`src/rtl/pcm_ecc_pkg.sv`:
```
// Shared codes and state encoding for the PUF ECC engine scheduler.
package pcm_ecc_pkg;

  // Instruction codes understood by the ECC engine
  localparam logic [1:0] ECC_IDLE      = 2'b00;
  localparam logic [1:0] ECC_PROVISION = 2'b01;
  localparam logic [1:0] ECC_CORRECT   = 2'b10;

  // Completion status returned to requesters
  localparam logic [1:0] RSP_OK        = 2'b00;
  localparam logic [1:0] RSP_TIMEOUT   = 2'b01;
  localparam logic [1:0] RSP_UNPROV    = 2'b10;

  typedef enum logic [2:0] {
    IDLE,
    REJECT,
    ISSUE,
    WAIT,
    RELEASE,
    DRAIN
  } sched_state_t;

  // Requester op bit (0 = provision, 1 = correct) to engine instruction
  function automatic logic [1:0] op_code(input logic op);
    return op ? ECC_CORRECT : ECC_PROVISION;
  endfunction

endpackage

```
`src/rtl/pcm_rr_arbiter.sv`:
```
// Combinational round-robin picker: first active request at or after ptr, wrapping.
module pcm_rr_arbiter #(
  parameter int N  = 4,
  parameter int IW = (N > 1) ? $clog2(N) : 1
) (
  input  logic [N-1:0]  req,
  input  logic [IW-1:0] ptr,
  output logic [N-1:0]  grant,
  output logic [IW-1:0] idx,
  output logic          any
);

  // Scan N positions starting at ptr; the first requester found wins.
  always_comb begin
    grant = '0;
    idx   = '0;
    any   = 1'b0;
    for (int k = 0; k < N; k++) begin
      if (!any && req[(int'(ptr) + k) % N]) begin
        any                       = 1'b1;
        grant[(int'(ptr) + k) % N] = 1'b1;
        idx                       = IW'((int'(ptr) + k) % N);
      end
    end
  end

endmodule

```
`src/rtl/pcm_ecc_scheduler.sv`:
```
// Shares one PUF ECC engine among N_REQ requesters: round-robin grant,
// engine instruction/valid sequencing, timeout, and provisioned-IPID tracking.
module pcm_ecc_scheduler
  import pcm_ecc_pkg::*;
#(
  parameter int N_REQ       = 4,
  parameter int SIG_W       = 256,
  parameter int IPID_N      = 16,
  parameter int TIMEOUT_CYC = 64,
  localparam int IPW        = $clog2(IPID_N)
) (
  input  logic                   clk,
  input  logic                   rst_n,
  input  logic [N_REQ-1:0]       req_valid,
  input  logic [N_REQ-1:0]       req_op,
  input  logic [N_REQ*IPW-1:0]   req_ipid,
  input  logic [N_REQ*SIG_W-1:0] req_sig,
  output logic [N_REQ-1:0]       req_grant,
  output logic [N_REQ-1:0]       rsp_done,
  output logic [SIG_W-1:0]       rsp_sig,
  output logic [1:0]             rsp_status,
  output logic                   busy,
  output logic [1:0]             ecc_instruction,
  output logic [SIG_W-1:0]       ecc_puf_in,
  output logic                   ecc_puf_in_valid,
  output logic [IPW-1:0]         ecc_ipid_number,
  input  logic [SIG_W-1:0]       ecc_puf_out,
  input  logic                   ecc_puf_out_valid,
  input  logic                   ecc_S_c
);

  localparam int IW = (N_REQ > 1) ? $clog2(N_REQ) : 1;
  localparam int TW = $clog2(TIMEOUT_CYC + 1);

  sched_state_t     state;
  logic [IW-1:0]    rr_ptr;
  logic [IW-1:0]    gnt_idx;
  logic             op_q;
  logic             timed_out;
  logic [TW-1:0]    timer;
  logic [IPID_N-1:0] prov_map;

  logic [N_REQ-1:0] arb_grant;
  logic [IW-1:0]    arb_idx;
  logic             arb_any;
  logic             sel_op;
  logic [IPW-1:0]   sel_ipid;
  logic [SIG_W-1:0] sel_sig;
  logic             done_evt;

  function automatic logic [IW-1:0] next_ptr(input logic [IW-1:0] i);
    return (i == IW'(N_REQ - 1)) ? '0 : i + 1'b1;
  endfunction

  function automatic logic [N_REQ-1:0] idx_onehot(input logic [IW-1:0] i);
    logic [N_REQ-1:0] v;
    v    = '0;
    v[i] = 1'b1;
    return v;
  endfunction

  pcm_rr_arbiter #(.N(N_REQ), .IW(IW)) u_arb (
    .req   (req_valid),
    .ptr   (rr_ptr),
    .grant (arb_grant),
    .idx   (arb_idx),
    .any   (arb_any)
  );

  // Operands of the requester the arbiter currently favours
  assign sel_op   = req_op[arb_idx];
  assign sel_ipid = req_ipid[arb_idx*IPW +: IPW];
  assign sel_sig  = req_sig[arb_idx*SIG_W +: SIG_W];

  // Provision completes on storage-complete, correction on output-valid
  assign done_evt = op_q ? ecc_puf_out_valid : ecc_S_c;

  // Grant is a same-cycle pulse in IDLE; forced low while reset is held
  assign req_grant = (state == IDLE && rst_n) ? arb_grant : '0;
  assign busy      = (state != IDLE);

  // Scheduler FSM; every engine and response output is registered here
  always_ff @(posedge clk or negedge rst_n) begin
    if (!rst_n) begin
      state            <= IDLE;
      rr_ptr           <= '0;
      gnt_idx          <= '0;
      op_q             <= 1'b0;
      timed_out        <= 1'b0;
      timer            <= '0;
      prov_map         <= '0;
      rsp_done         <= '0;
      rsp_sig          <= '0;
      rsp_status       <= RSP_OK;
      ecc_instruction  <= ECC_IDLE;
      ecc_puf_in       <= '0;
      ecc_puf_in_valid <= 1'b0;
      ecc_ipid_number  <= '0;
    end else begin
      rsp_done <= '0;
      case (state)
        IDLE: begin
          if (arb_any) begin
            gnt_idx         <= arb_idx;
            op_q            <= sel_op;
            timer           <= '0;
            timed_out       <= 1'b0;
            ecc_ipid_number <= sel_ipid;
            ecc_puf_in      <= sel_sig;
            // Correcting an IPID with no stored parity never reaches the engine
            if (sel_op && !prov_map[sel_ipid]) begin
              state      <= REJECT;
              rsp_done   <= arb_grant;
              rsp_status <= RSP_UNPROV;
              rsp_sig    <= '0;
            end else begin
              state            <= ISSUE;
              ecc_instruction  <= op_code(sel_op);
              ecc_puf_in_valid <= 1'b1;
            end
          end
        end
        REJECT: begin
          // Advance the pointer here too so a held unprovisioned request cannot starve others
          state  <= IDLE;
          rr_ptr <= next_ptr(gnt_idx);
        end
        ISSUE: begin
          state <= WAIT;
        end
        WAIT: begin
          if (done_evt) begin
            if (op_q) rsp_sig <= ecc_puf_out;
            state           <= RELEASE;
            ecc_instruction <= ECC_IDLE;
          end else if (timer == TW'(TIMEOUT_CYC - 1)) begin
            timed_out       <= 1'b1;
            state           <= RELEASE;
            ecc_instruction <= ECC_IDLE;
          end else begin
            timer <= timer + 1'b1;
          end
        end
        RELEASE: begin
          // Engine leaves its op state only while valid is still high; drop it now
          ecc_puf_in_valid <= 1'b0;
          state            <= DRAIN;
          rsp_done         <= idx_onehot(gnt_idx);
          rsp_status       <= timed_out ? RSP_TIMEOUT : RSP_OK;
          if (!op_q && !timed_out) prov_map[ecc_ipid_number] <= 1'b1;
        end
        DRAIN: begin
          // Extra cycle lets the engine's late-clearing S_c/out_valid fall
          state  <= IDLE;
          rr_ptr <= next_ptr(gnt_idx);
        end
        default: state <= IDLE;
      endcase
    end
  end

endmodule

```
`config.mk`:
```
export PLATFORM = sky130hd
export DESIGN_NAME = pcm_ecc_scheduler
export DESIGN_NICKNAME = d
export VERILOG_FILES = /design/src/rtl/pcm_ecc_pkg.sv /design/src/rtl/pcm_rr_arbiter.sv /design/src/rtl/pcm_ecc_scheduler.sv
export SDC_FILE = /design/constraint.sdc
export NUM_CORES = 2
export LEC_CHECK = 0
export BUFFER_PORTS_ARGS = -buffer_cell sky130_fd_sc_hd__buf_2
export CAP_MARGIN = 25
export CORE_AREA = 2 2 719 721
export CTS_CLUSTER_SIZE = 20
export DETAILED_ROUTE_END_ITERATION = 16
export DIE_AREA = 0 0 721 723
export MAX_ROUTING_LAYER = met4
export PLACE_DENSITY = 0.3
export REMOVE_ABC_BUFFERS = 1
export SETUP_SLACK_MARGIN = 0.2
export SLEW_MARGIN = 20
export SYNTH_ARGS = -nofsm -noshare
export SYNTH_HDL_FRONTEND = slang
export SYNTH_HIERARCHICAL = 1
export SYNTH_SLANG_ARGS = --single-unit
```
`constraint.sdc`:
```
create_clock -name clk -period 4.7 [get_ports clk]
set_input_delay 0.94 -clock clk [delete_from_list [all_inputs] [get_ports clk]]
set_output_delay 0.94 -clock clk [all_outputs]
set_load 0.05 [all_outputs]
```
==> impl.org, run 1 <==
** Clock network
- CTS sink cnt :: 557
- The clock passes through at most 4 buffers.
- CTS built an H-tree with a depth of 3.
- Clock tree synthesis inserted a total of 92 buffers.
- The tree is rooted in a clkbuf_16.

** Outcome
- The stage where the run came to a stop is detailed routing.
- First error message :: [ERROR DRT-0255] Maze Route cannot find path of net ecc_puf_out[9] in worker of routeBox ( 676200 241500 ) ( 721000 289800 ).
- Run status :: did not finish

** Logic synthesis
- Number of different library cells in the post-synthesis netlist :: 46
- Of the total synthesized cell area, the portion taken by full adders, half adders and majority gates is 0.00445.
- Cell area after synthesis :: 28100 um^2
- The share of the synthesized area in compound gates (AO/OA/AOI/OAI) was 0.0614.
- After synthesis, the share of cell area in mux cells is 0.220.
- Main flop type after synthesis :: dfrtp_1
- Of the total synthesized cell area, the portion taken by AND, OR, NAND and NOR gates is 0.185.
- Synthesized area per cell :: just over 10 um^2
- In this run, synthesis inferred 0 flip-flops with an integrated enable.
- Synth Warn # :: 6
- Ranked by total cell area, the synthesized netlist is headed by dfrtp_1, mux4_2, nand2_1.
- After synthesis the netlist holds a flip-flop and latch count of 557.
- Parity-gate share of the synthesized area counting xor and xnor cells :: 0.000934
- Counting flops with an async set or reset pin after synthesis yields a share of 1.00.
- Of the synthesized area, sequential elements account for 0.496.
- Cells after synthesis :: between 2000 and 3000
- Of all cell types, the one taking the most synthesized area is dfrtp_1.
- Dominant combinational cell family by area after synthesis :: multiplexers
- Synth top area share :: 0.496

** Floorplan
- Number of I/O pins :: roughly 1800
- Starting utilization of the core area :: 0.0546
- In this run the horizontal extent of the chip is 721 um.
- Measured along the y axis, the die boundary spans 723 um.
- Std cell rows :: 264

** Global route
- The total overflow left after global routing is 0.
- Wire length of the first global-routing pass :: between 400 and 500 mm
- Vias in the first global route :: 31800
- Global-route total usage across every layer :: 0.146
- Number of antenna violations at the first check in global routing :: 445
- Maximum number of pins on one net before global-route repair :: between 90 and 100

** Timing
- Pin category terminating the worst setup path after the last repair :: primary output
- Worst-slack endpoint at the end of global-route timing repair :: req_grant[1]

** Placement
- The wire-length estimate of the detail-placed layout is 343 mm.
- IO Port Bufs :: 1837
- Placed inst area :: 46100 um^2
- Routability-driven placement finished with a final weighted congestion of approximately 1.1.
==> routing by layer <==
| metal | track usage |
|---|---|
| met1 | 0.148 |
| met5 | - |
| met3 | 0.0659 |
| met4 | 0.0447 |
| met2 | 0.252 |
==> cell families after synthesis <==
kind of cell / Yosys count
and+or+nand+nor: 1357
DFF: 557
AOI/OAI and AO/OA: 320
muxes: 285
buffers and inverters: 221
adders and majority gates: 10
xor gates and xnor gates: 3
==> cells in the mapped netlist (2+ instances only) <==
master / count
a21oi_1: 6
a22o_1: 4
a22oi_1: 8
a31o_2: 4
and2_1: 4
and3_1: 4
buf_1: 25
buf_2: 3
buf_6: 6
clkbuf_1: 149
clkbuf_2: 25
dfrtp_1: 557
ha_1: 10
inv_1: 12
mux2_2: 3
mux2i_1: 16
mux4_1: 2
mux4_2: 263
nand2_1: 1314
nand2b_1: 2
nand3_1: 7
nand4_1: 2
nor2_1: 11
nor2b_1: 2
nor3_1: 4
o211ai_1: 2
o21a_1: 2
o21ai_0: 217
o21ai_1: 55
o21bai_1: 12
o311ai_0: 2
o31a_1: 2
o31ai_1: 2
or3_1: 2
xor2_1: 3
==> through the flow <==
step,hold slack (ps),instances,setup WS [ps]
3_3_place_gp,456,11300,69.7
5_1_grt,202,11700,186
2_1_floorplan,441,2544,-36350
3_5_place_dp,457,11300,47.7
4_1_cts,154,11400,201
==> repair_timing <==
item | in CTS | in global routing
endpoints found under the hold margin | 22 | 0
setup endpoints to repair | 1 | 4
hold buffers | 1 | 0
pin swaps | 0 | 1
resized for setup | 1 | 10
setup buffers | 0 | 0
==> run 2, diff against run 1 <==
CORE_AREA = 2 2 713 715   (was 2 2 719 721)
CTS_CLUSTER_SIZE = unset   (was 20)
DIE_AREA = 0 0 715 717   (was 0 0 721 723)
MAX_ROUTING_LAYER = unset   (was met4)
PLACE_DENSITY = unset   (was 0.3)
PLACE_DENSITY_LB_ADDON = 0.15   (was unset)
SETUP_SLACK_MARGIN = unset   (was 0.2)
==> run 2 against run 1 <==
Effect of this change:
- the flow now finishes without violations
- synthesized cell count unchanged
- global-route usage decreased by 0.98 points
- area after synthesis unchanged
==> impl.org, run 2 <==
** Drt
- Remaining number of nets flagged by the antenna check after routing :: 0
- In the routed layout, each cell is associated on average with a via count of between 2 and 3.
- For this run, design rule violations remaining after detail routing come to 0.
- The final route contains 32100 vias.
- Number of optimization iterations in the first detailed-route pass :: 5
- Initial DRC count :: 2024
- Final Routed Wirelength :: about 360 mm
- Dividing the detail-routed wire length by the instance count gives approximately 31 um.

** Placement
- The total half-perimeter wirelength after legalization and detailed placement came to 323 mm (-5.6%).
- The number of I/O port buffers was 1837 (unchanged).
- The final weighted congestion in routability-driven placement was 0.997 (-5.1%).
- Placed inst area :: 46000 um^2 (-0.18%)
- The number of placed instances with taps included was 11200 (-0.60%).

** Job
- Max-cap violations in this run came to 0.

** Finish
- Final nets :: a little under 6000
- Post-route design area :: 49600 um^2
- Syn-to-layout area delta :: 76.5%
- Commonest cells after routing, fill and taps aside :: buf_2, nand2_1, dfrtp_1
- Once layout is complete, the utilization of the core stands at 0.0984.
- The library cell used most frequently in the layout, excluding fill and tap cells, is buf_2.
- The count of cells in the finished layout, fillers not included, comes to between 10000 and 15000.
- Fraction of final layout cells sized beyond drive strength 1 :: 0.508
- The largest registers in the layout are ecc_puf_in (256), rsp_sig (256), prov_map (16).

** Critical path
- In this run the worst path has a maximum fanout of 45.
- The worst setup path is of the flip-flop to flip-flop kind.
- Crit path largest cell delay :: between 500 and 600 ps
- At the worst endpoint, the required time is 5410 ps.
- The startpoint identified for the worst register-to-register timing path is rr_ptr[1]$_DFFE_PN0P_.
- STA classifies the critical path startpoint as a flip-flop.
- R2R cell count :: 16
- By instance count, the cell type seen most on the critical path is mux2i_1.
- Arrival time of the worst setup path :: between 5000 and 6000 ps
- The worst setup path is captured at a flip-flop.
- The critical path goes through inv_1 -> ha_1 -> mux4_2 -> and2b_2 -> o21ai_0 -> buf_4 -> o31ai_4 -> buf_12 -> mux4_2 -> mux2i_1 -> mux2i_1 -> mux2i_1 -> mux2i_4 -> nor2_8 -> buf_4 -> o21ai_0.
- Worst-path cell with the longest stage delay :: mux4_2
- Critical path buffers and inverters :: 4
- Across all register-to-register paths, the minimum setup slack is 280 ps.
- Grouping stages by cell kind, the critical path spends the most delay in multiplexers.
- In this run the critical register-to-register path is captured at rsp_sig[101]$_DFFE_PN0P_.

** Pwr
- Cell internal power was estimated by the tool at 19800 uW.
- Sw frac :: 0.557
- Power density relative to cell area :: 903 nW/um^2
- The worst-case IR drop observed on VDD is ~550 uV.
- For this design the static power due to leakage is about 0.022 uW.
- The analysis attributes to net switching a power of 25000 uW.
- Power share of the sequential group :: 0.199
- Clock power share :: 0.166
- Logic gate share of total power :: 0.635

** Logic synthesis
- Top cells by area in the synthesized netlist :: dfrtp_1, mux4_2, nand2_1
- Fraction of synthesized area in multiplexers :: 0.220 (unchanged)
- The area share of the largest cell type after synthesis is 0.496 (unchanged).
- Number of different library cells in the post-synthesis netlist :: 46 (unchanged)
- Post-Synth Simple-Gate Area :: 0.185 (unchanged)
- The area of the mapped netlist is 28100 um^2 (unchanged).
- Most frequently used cell type in the post-synthesis netlist :: nand2_1
- The register bit total from synthesis was 557 (unchanged).
- Cells after synthesis :: 2753 (unchanged)
- Post-synth ARST share :: 1.00 (unchanged)
- The commonest cells after synthesis are nand2_1, dfrtp_1, mux4_2.
- The share of synthesized area occupied by flip-flops and latches was 0.496 (unchanged).
- Cell type contributing the most total cell area after synthesis :: dfrtp_1
- The count of yosys warnings during synthesis came to 6 (unchanged).
- The share of the synthesized area in compound gates (AO/OA/AOI/OAI) came to 0.0614 (unchanged).
- The area share of fa/ha/maj cells after synthesis came to 0.00445 (unchanged).
- For this run, the leading register cell type out of synthesis is dfrtp_1.
- Dominant combinational cell family by area after synthesis :: multiplexers
- The number of synthesized flops with an enable pin is 0 (unchanged).
- The synthesized area per cell is 10.2 um^2 (unchanged).
- The XOR/XNOR share of the synthesized area was 0.000934 (unchanged).

** Clock network
- Clock slew at reported path FFs :: 60 ps
- The buffer levels on the longest clock path came to 4 (unchanged).
- The TritonCTS sink count was 557 (unchanged).
- The number of H-tree levels is 3 (unchanged).
- The clock reaches the later pin of the worst-skew pair after 880 ps.
- Number of buffers created by CTS :: 94 (+2.2%)
- TritonCTS built the clock tree.
- The tree is rooted in a clkbuf_16.
- Number of resized instances in the post-cts repair step :: 0 (-1)

** Timing
- After routing, the total negative slack on setup checks comes to 0 ps.
- The number of hold-slack violations in the final timing report is 0.
- In the finished design, the share of the clock period the worst path needs comes to 0.940.
- Timing-limited maximum frequency :: 226 MHz
- Final Critical Period :: 4420 ps
- At the pin with the least slew margin, the transition time is 931 ps.
- Clock skew on the completed layout was measured at 102 ps.
- In this run the tightest slew margin relative to its limit is 0.379.
- Hold is met by between 200 and 300 ps.
- Number of endpoints failing setup at the final stage :: 0
- The number of pins exceeding their max-slew limit in the final report came to 0.
- Setup repair after global routing missed its margin :: no

** Floorplan
- The height of the die came to 717 um (-0.83%).
- The die outline width was 715 um (-0.83%).
- Number of I/O pins :: 1838 (unchanged)
- Std cell rows :: 261 (-1.1%)
- The region available for standard cell placement spans 505000 um^2.
- Starting utilization of the core area :: 0.0557 (+0.00109)
- The die covers ~500000 um^2.

** Global route
- The first-pass GRT wire length is 438 mm (-4.4%).
- The via count of the first global-routing pass is 33300 (+4.5%).
- Maximum number of pins on one net before global-route repair :: 121 (+27%)
- Number of antenna violations at the first check in global routing :: 398 (-11%)
- The global-route total usage across every layer came to 0.136 (-0.00983).
- The overflow left after global routing was 0 (unchanged).

** Hold path
- Hold path endpoint :: rsp_sig[56]$_DFFE_PN0P_
- Worst Hold Launch :: ecc_puf_out[56]
- Cell depth of the worst hold path :: 3
- The min-delay analysis places its worst path in the category primary input to flip-flop.

** Outcome
- The flow ran to the end, and the final reports show no timing, DRC or antenna violations.
## run 2: cell counts after synthesis
No cell type changed its count.
## run 2: cell type report
type                    count  area (um^2)
diodes                    204          510
clock buffers             126         2570
clock inverters            40          532
fillers                 58900       455000
inverters                  12         45.0
multi-input cells        1975        13300
flip-flops and latches    557        13900
well taps                6706         8390
repair buffers           1943        10300
## run 2: power groups by stage
stage          sequential [uW]  clock, uW  combinational (uW)
3_5_place_dp              9080          0               29600
6_report                  8920       7450               28500
3_3_place_gp              9110          0               29700
5_1_grt                   9210       7980               30600
4_1_cts                   9060       7870               29700
2_1_floorplan            16100          0                7340
## run 2: worst register-to-register path, stage by stage (launching register included)
cell and delay (ps):
dfrtp_1 350, inv_1 80, ha_1 370, mux4_2 390, and2b_2 290, o21ai_0 80
buf_4 150, o31ai_4 60, buf_12 150, mux4_2 600, mux2i_1 220, mux2i_1 110
mux2i_1 260, mux2i_4 160, nor2_8 270, buf_4 490, o21ai_0 220
## run 2: worst max-delay path by stage
stage                          start                       end  slack (ps)  cells after the start
2_1_floorplan           req_valid[0]    rsp_sig[0]$_DFFE_PN0P_      -36350                     11
3_5_place_dp            req_valid[0]  rsp_sig[101]$_DFFE_PN0P_        -210                     15
4_1_cts        rr_ptr[1]$_DFFE_PN0P_              req_grant[2]         200                     10
3_3_place_gp            req_valid[0]  rsp_sig[116]$_DFFE_PN0P_        -250                     15
5_1_grt        rr_ptr[1]$_DFFE_PN0P_   rsp_sig[84]$_DFFE_PN0P_          10                     16
6_report       rr_ptr[1]$_DFFE_PN0P_  rsp_sig[101]$_DFFE_PN0P_         280                     16
## run 2: kinds of logic (layout without fill, tap and decap cells)
logic type | count (synthesis) | in the layout
buf+inv | 221 | 2121
other cells | 0 | 204
fa+ha+maj | 10 | 10
flops | 557 | 557
compound gates | 320 | 320
mux | 285 | 285
xor+xnor | 3 | 3
simple gates | 1357 | 1357
## run 2: repair_timing
item	4_1_cts	5_1_grt
setup buffers	0	0
endpoints found under the setup margin	0	0
hold endpoints to repair	20	0
hold buffers	1	0
## run 2: metrics by stage
stage | setup slack [ps] | total power, uW
final | 280 | 44800
after global routing | 11.7 | 47700
after CTS | 197 | 46600
after detailed placement | -215 | 38700
after global placement | -251 | 38800
after floorplan | -36350 | 23400
## run 2: routing by layer
metal	vias to the layer above	global-route usage	routed length, um
met4	140	0.0463	14400
met2	1771	0.253	191000
met1	16200	0.137	124000
met5	-	0.00336	939
met3	649	0.0545	34000
li1	13300	-	-
No activity file was read; power rests on OpenSTA's default activity.
